`src/rtl/mem_arbiter_pkg.sv`:
```
// Shared definitions for the memory-port arbiter: grant owner encodings
// and the default DMA burst length.
package mem_arbiter_pkg;

  typedef enum logic [1:0] {
    OWN_CPU = 2'd0,
    OWN_VID = 2'd1,
    OWN_DMA = 2'd2
  } owner_e;

  localparam int DMA_BURST_DEF = 4;

endpackage

```
`src/rtl/mem_arbiter.sv`:
```
// Shares one synchronous-read memory port between the CPU, video fetch and DMA.
// The CPU is stalled via RDY and fed replayed read data while it does not own the bus.
module mem_arbiter
  import mem_arbiter_pkg::*;
#(
  parameter int DMA_BURST = DMA_BURST_DEF,
  parameter int AW        = 16
) (
  input  logic          clk,
  input  logic          RST,
  input  logic [AW-1:0] cpu_ad,
  input  logic [7:0]    cpu_do,
  input  logic          cpu_we,
  output logic          cpu_rdy,
  output logic [7:0]    cpu_di,
  input  logic          vid_req,
  input  logic [AW-1:0] vid_ad,
  output logic          vid_ack,
  output logic          vid_valid,
  input  logic          dma_req,
  input  logic [AW-1:0] dma_ad,
  input  logic [7:0]    dma_do,
  input  logic          dma_we,
  output logic          dma_ack,
  output logic          dma_valid,
  output logic [7:0]    rd_data,
  output logic [AW-1:0] mem_ad,
  output logic [7:0]    mem_do,
  output logic          mem_we,
  input  logic [7:0]    mem_di,
  output logic [1:0]    owner
);

  localparam logic [3:0] BURST_MAX = 4'(DMA_BURST);

  owner_e     w_owner;
  owner_e     r_tag;
  logic [7:0] r_hold;
  logic [3:0] r_burst_cnt;
  logic       r_dma_we_q;
  logic       w_burst_full;

  assign w_burst_full = (r_burst_cnt == BURST_MAX);

  // Address-phase grant: VID > DMA > CPU, DMA refused once its burst is spent.
  always_comb begin
    w_owner = OWN_CPU;
    if (RST)                          w_owner = OWN_CPU;
    else if (vid_req)                 w_owner = OWN_VID;
    else if (dma_req && !w_burst_full) w_owner = OWN_DMA;
  end

  always_comb begin
    mem_ad = cpu_ad;
    mem_do = cpu_do;
    mem_we = cpu_we;
    unique case (w_owner)
      OWN_VID: begin
        mem_ad = vid_ad;
        mem_do = 8'h00;
        mem_we = 1'b0;
      end
      OWN_DMA: begin
        mem_ad = dma_ad;
        mem_do = dma_do;
        mem_we = dma_we;
      end
      default: ;
    endcase
  end

  assign owner   = w_owner;
  assign cpu_rdy = (w_owner == OWN_CPU);
  assign vid_ack = (w_owner == OWN_VID);
  assign dma_ack = (w_owner == OWN_DMA);

  always_ff @(posedge clk) begin
    if (RST) begin
      r_tag       <= OWN_CPU;
      r_hold      <= 8'h00;
      r_burst_cnt <= 4'd0;
      r_dma_we_q  <= 1'b0;
    end else begin
      r_tag      <= w_owner;
      r_dma_we_q <= (w_owner == OWN_DMA) && dma_we;
      if (r_tag == OWN_CPU) r_hold <= mem_di;
      if (w_owner == OWN_CPU)
        r_burst_cnt <= 4'd0;
      else if (w_owner == OWN_DMA && !w_burst_full)
        r_burst_cnt <= r_burst_cnt + 4'd1;
    end
  end

  // Data phase: a stalled core keeps seeing its last read byte.
  assign rd_data   = mem_di;
  assign cpu_di    = (r_tag == OWN_CPU) ? mem_di : r_hold;
  assign vid_valid = (r_tag == OWN_VID);
  // A reset arriving in the data phase drops the read the DMA engine was owed.
  assign dma_valid = (r_tag == OWN_DMA) && !r_dma_we_q && !RST;

endmodule

```
`config.mk`:
```
export PLATFORM = sky130hd
export DESIGN_NAME = mem_arbiter
export DESIGN_NICKNAME = d
export VERILOG_FILES = /design/src/rtl/mem_arbiter_pkg.sv /design/src/rtl/mem_arbiter.sv
export SDC_FILE = /design/constraint.sdc
export NUM_CORES = 1
export LEC_CHECK = 0
export ABC_AREA = 1
export CORE_ASPECT_RATIO = 0.7
export CORE_UTILIZATION = 31
export DETAILED_ROUTE_END_ITERATION = 10
export GPL_TIMING_DRIVEN = 1
export PLACE_DENSITY = 0.87
export SKIP_CTS_REPAIR_TIMING = 1
export SYNTH_ARGS = -nofsm -noshare
export SYNTH_HDL_FRONTEND = slang
export SYNTH_SLANG_ARGS = --single-unit
```
`constraint.sdc`:
```
create_clock -name clk -period 3.6 [get_ports clk]
set_clock_uncertainty 0.2 [all_clocks]
set_input_delay 0.54 -clock clk [delete_from_list [all_inputs] [get_ports clk]]
set_output_delay 0.54 -clock clk [all_outputs]
set_load 0.02 [all_outputs]
```
* After elaboration in Yosys (flattened, before gate mapping)
Index checks and enable logic that the tools add are counted.
** Storage, ports and cells
- Bits in registers :: 15
- Bits in latches :: 0
- Bits in writable memories :: 0
- Memory bits (read-only) :: 0
- Output and inout bits :: 48
- Word-level logic and storage cells :: 28
- Memories kept :: 0
** Cells by class
- Add/sub/neg operators :: 1
- Multiply operators :: 0
- Divide/modulo/power cells :: 0
- Magnitude comparators :: 0
- Eq/ne operators :: 5
- Shifts and indexed selects :: 0
- Mux-type cells :: 7
- Bitwise gates (word level) :: 0
- Reduce and logical (&&, ||, !) cells :: 11
** Operators by type and width (number)
- case mux 16 bit (2 select lines) :: 1
- case mux 8 bit (2 select lines) :: 1
- 2-to-1 mux 8 bit :: 1
- 2-to-1 mux 2 bit :: 3
- logical AND 1 bit :: 5
- adder 4 x 1 -> 4 bit (second input constant) :: 1
- equality test 2 x 1 -> 1 bit (second input constant) :: 2
- equality test 2 bit (second input constant) :: 2
- equality test 4 x 3 -> 1 bit (second input constant) :: 1
- logical NOT 2 bit :: 2
- logical NOT 1 bit :: 3
- case mux 1 bit (2 select lines) :: 1
- OR reduction 2 bit :: 1

* Logic depth before layout (Yosys ltp)
- Depth after elaboration :: 8
- Depth in mapped cells :: 9
- Gate-level depth less buffers :: 8

* Worst setup path before layout
Ideal clock, no wire load.
- Path kind :: register to output
- Start :: register r_burst_cnt[0]
- End :: output port mem_we
- Arrival :: 1419 ps
- Path slack :: 1441 ps
- Cell stages (with the launch flop) :: 10
- Buffers on the path :: 2
- Cells stage by stage :: dfxtp_1 > inv_1 > ha_1 > nand2_1 > nor2_4 > nor2_4 > buf_6 > buf_6 > nand2_2 > nand2_1
** On the way
- Cells in the longest elaborated chain, start to end :: 8
- Elaborated cells on any way between the ends :: 9
- Classes of those cells :: eq/ne: 3; mux: 4; reduce/logical: 2
** RTL lines
- from (decl) :: line mem_arbiter.sv:39 : logic [3:0] r_burst_cnt;
- from (signal assigned) :: line mem_arbiter.sv:90 : r_burst_cnt <= r_burst_cnt + 4'd1;
- equality test 4 x 3 -> 1 bit * :: line mem_arbiter.sv:43 : assign w_burst_full = (r_burst_cnt == BURST_MAX);
- logical NOT 1 bit * :: line mem_arbiter.sv:50 : else if (dma_req && !w_burst_full) w_owner = OWN_DMA;
- logical AND 1 bit * :: line mem_arbiter.sv:50
- 2-to-1 mux 2 bit * :: line mem_arbiter.sv:50
- 2-to-1 mux 2 bit * :: line mem_arbiter.sv:49 : else if (vid_req) w_owner = OWN_VID;
- 2-to-1 mux 2 bit * :: line mem_arbiter.sv:48 : if (RST) w_owner = OWN_CPU;
- named net owner[1] :: line mem_arbiter.sv:31 : output logic [1:0] owner
- equality test 2 bit / equality test 2 x 1 -> 1 bit (equally long branches) :: line mem_arbiter.sv:57 : unique case (w_owner)
- case mux 1 bit (2 select lines) * :: line mem_arbiter.sv:57
- to (decl) :: line mem_arbiter.sv:29 : output logic mem_we,
Mark *: on every way through the listed nets, which the timed path passes. The rest lies on a longest branch.

* Worst setup path after layout
- Start :: input port RST
- End :: output port mem_ad[11]
** On the way
- Cells in the longest elaborated chain, start to end :: 3
- Elaborated cells on any way between the ends :: 4
- Classes of those cells :: eq/ne: 2; mux: 2
** RTL lines
- from (decl) :: line mem_arbiter.sv:10 : input logic RST,
- 2-to-1 mux 2 bit * :: line mem_arbiter.sv:48
- equality test 2 bit / equality test 2 x 1 -> 1 bit (equally long branches) :: line mem_arbiter.sv:57
- case mux 16 bit (2 select lines) * :: line mem_arbiter.sv:57
- to (decl) :: line mem_arbiter.sv:27 : output logic [AW-1:0] mem_ad,
Every way passes the cells marked *; elsewhere a longest branch is shown, timed or not.

==> flow_metrics.tcl <==
set metrics [dict create \
    drt_iter0_markers 53 \
    timing.slew.headroom_pct 44.7 \
    die_x_um 76.3 \
    worstSetupPathType "in -> out" \
    final_min_period_over_clock_period_pct 93.7 \
    timing.final.hold_violations 0 \
    tritoncts "yes" \
    clock_latency_ns 0.25 \
    row_count 18 \
    share_comb_of_total_power_pct 49.7 \
    clk_root_buffer_cell "sky130_fd_sc_hd__clkbuf_8" \
    cellLeakagePower_nw 1.10 \
    syn_inst 205 \
    place.gp.congestion 0.688 \
    endpoint_kind "primary output" \
    cap_viol_max_count 0 \
    power.density_cell_area_nw_per_um2 254 \
    grt_max_degree 21 \
    setup.worst_path.start_class "input port" \
    postRouteWirelength_um 4130 \
    synthToLayoutAreaGrowth_pct 105 \
    ys_ff_latch 15 \
    min_path_type "reg -> reg" \
    grt_usage_pct 19.6 \
    netlist-cell-type-count 22 \
    critical_path.max_fanout 14 \
    synth_flop_cell "sky130_fd_sc_hd__dfxtp_1" \
    fp.dieH_um 54 \
    yosys_warnings 0 \
    diodes_inserted 0 \
    postSynth.asyncResetShare_pct 0 \
    synth_area_leader_cell "sky130_fd_sc_hd__dfxtp_1" \
    proportion_of_netlist_area_held_by_the_largest_area_contributor_pct 25.1 \
    grt_pass1_vias 1543 \
    dp.final_hpwl_um 3330 \
    clk_path_buf_depth 2 \
    share_clk_of_total_power_pct 21.6 \
    critPathArrivalTime_ns 2.63 \
    outcome "completed" \
    maxSlewViolCount 0 \
    number_of_flops_mapped_to_enable_cells_by_yosys 0 \
    slowest_stage_delay_on_critical_path_ns 0.61 \
    ctsHtreeMaxLevel 1 \
    worst_setup_hold_path_clk_slew_ns 0.06 \
    grt_first_pass_wirelength_um 6450 \
    route.vias.total 1641 \
    setup_viol_count_final 0 \
    pin_count 126 \
    post_synth_main_area_contributors "sky130_fd_sc_hd__dfxtp_1, sky130_fd_sc_hd__nand2_1, sky130_fd_sc_hd__nand3_1" \
    fin_crit_ns 3.37 \
    antenna_found_initial 0 \
    finalNonFillerCells 370 \
    die_area_um2 4120 \
    dp_cells 366 \
    drive_gt1_share_pct 5.00 \
    drc_errors 0 \
    routedWlPerCell_um 11.2 \
    floorplan.core_area_um2 3600 \
    totalNegativeSetupSlack_ns 0 \
    worst_slew_pin_slew_ns 0.826 \
    internal-power_w 0.000424 \
    synth-seq-area-share_pct 25.1 \
    clock-sinks 15 \
    p_seq_share_pct 28.8 \
    p_switching_w 0.000200 \
    crit_required_ns 2.86 \
    synthesis.nets 285 \
    nets 401 \
    grt_setup_unrepaired "false" \
    power.share.switching_pct 32.0 \
    cells_traversed_along_the_worst_timing_path "clkdlybuf4s50_1, nor2_2, nand2_2, nor2_4, buf_4, nand2_1, nand3_1, clkdlybuf4s50_1" \
    fmaxAchievable_ghz 0.296 \
    yosys.cell_count.top_type "sky130_fd_sc_hd__nand2_1" \
    syn_area_per_cell_um2 5.84 \
    gr-total-overflow 0 \
    peakVddDrop_mv 0.168 \
    post_synth_instance_area_um2 1200 \
    worst_path_max_delay_cell "sky130_fd_sc_hd__clkdlybuf4s50_1" \
    io_buffer_count 125 \
    ranking_of_synthesized_cells_by_instance_count "sky130_fd_sc_hd__nand2_1, sky130_fd_sc_hd__nand3_1, sky130_fd_sc_hd__inv_1, sky130_fd_sc_hd__dfxtp_1, sky130_fd_sc_hd__nor2_1" \
    detailedRoute.firstPassIterationCount 4 \
    hold_ws_ns 0.325 \
    vias_per_cell 4.44 \
    initial_core_util_pct 33.2 \
    ant_nets 0 \
    path_common_cell "sky130_fd_sc_hd__clkdlybuf4s50_1" \
    cts-buffers-inserted 3 \
]
## metrics by stage
step	worst slack [ns]	total power, W	instance area (µm²)	util, %
2_1_floorplan	1.44	0.000317	1200	-
3_3_place_gp	0.270	0.000489	2410	66.9
3_5_place_dp	0.221	0.000493	2410	66.9
4_1_cts	0.208	0.000628	2460	68.2
5_1_grt	0.0897	0.000661	2460	68.2
6_report	0.227	0.000623	2460	68.2
## cell families after synthesis
family | share of synthesized area (%)
DFF | 25.1
buffers and inverters | 18.2
xor gates and xnor gates | 0.732
adders and majority gates | 2.09
and+or+nand+nor | 48.9
AOI/OAI and AO/OA | 5.02
## area by class of cell
type                       count  area [µm²]
inverter                      23        86.3
clock inverter                 1        5.00
clock buffer                   3        41.3
multi-input combinational    149         679
tap                           50        62.6
sequential                    15         300
fill                         305        1150
timing repair buffer         129        1280
## power by group through the flow
stage                     Sequential (W)  Clock [W]  Combinational (W)
after floorplan                 0.000182          0           0.000136
after global placement          0.000182          0           0.000307
after detailed placement        0.000183          0           0.000310
after CTS                       0.000179   0.000137           0.000311
after global routing            0.000180   0.000147           0.000334
final                           0.000179   0.000135           0.000310
## metal layers
metal  vias up  wire [µm]  track usage [%]
met3         4        264             5.08
li1        862          -                -
met2        60       2080             38.0
met1       715       1750             21.6
met5         -          0                0
met4         0         37             6.73
## state kept, by name, summed over array words and instances, names as in the netlist
signal and cells:
r_tag 2, r_dma_we_q 1, r_burst_cnt 4, r_hold 8
## final timing paths
path                                             startpoint                           to  slack (ns)  cells past startpoint
worst max-delay path                                    RST                   mem_ad[11]        0.23                      8
worst min-delay path                   r_hold[7]$_SDFF_PP0_         r_hold[7]$_SDFF_PP0_        0.33                      2
worst max register to register  r_burst_cnt[0]$_SDFFE_PP0P_  r_burst_cnt[2]$_SDFFE_PP0P_        1.82                      7
worst min register to register         r_hold[7]$_SDFF_PP0_         r_hold[7]$_SDFF_PP0_        0.33                      2
## critical path, delay by kind of cell
kind	cells	cell delay, ns
buffers and inverters	3	1.29
AND/OR/NAND/NOR	5	0.81
## placed cells by master (no fill, tap or decap)
master	instances
sky130_fd_sc_hd__nor2_1	15
sky130_fd_sc_hd__nand2_1	76
sky130_fd_sc_hd__nor3_1	1
sky130_fd_sc_hd__inv_1	22
sky130_fd_sc_hd__clkbuf_8	3
sky130_fd_sc_hd__inv_2	1
sky130_fd_sc_hd__nand2_2	2
sky130_fd_sc_hd__o21ai_0	9
sky130_fd_sc_hd__nand4_1	1
sky130_fd_sc_hd__nand3_2	1
sky130_fd_sc_hd__o21ai_1	1
sky130_fd_sc_hd__nor2_4	3
sky130_fd_sc_hd__xor2_1	1
sky130_fd_sc_hd__nor2_2	1
sky130_fd_sc_hd__nand3_1	34
sky130_fd_sc_hd__clkdlybuf4s50_1	125
sky130_fd_sc_hd__a21oi_1	2
sky130_fd_sc_hd__buf_4	4
sky130_fd_sc_hd__ha_1	2
sky130_fd_sc_hd__clkinv_2	1
sky130_fd_sc_hd__dfxtp_1	15
(Power assumes the default switching activity.)
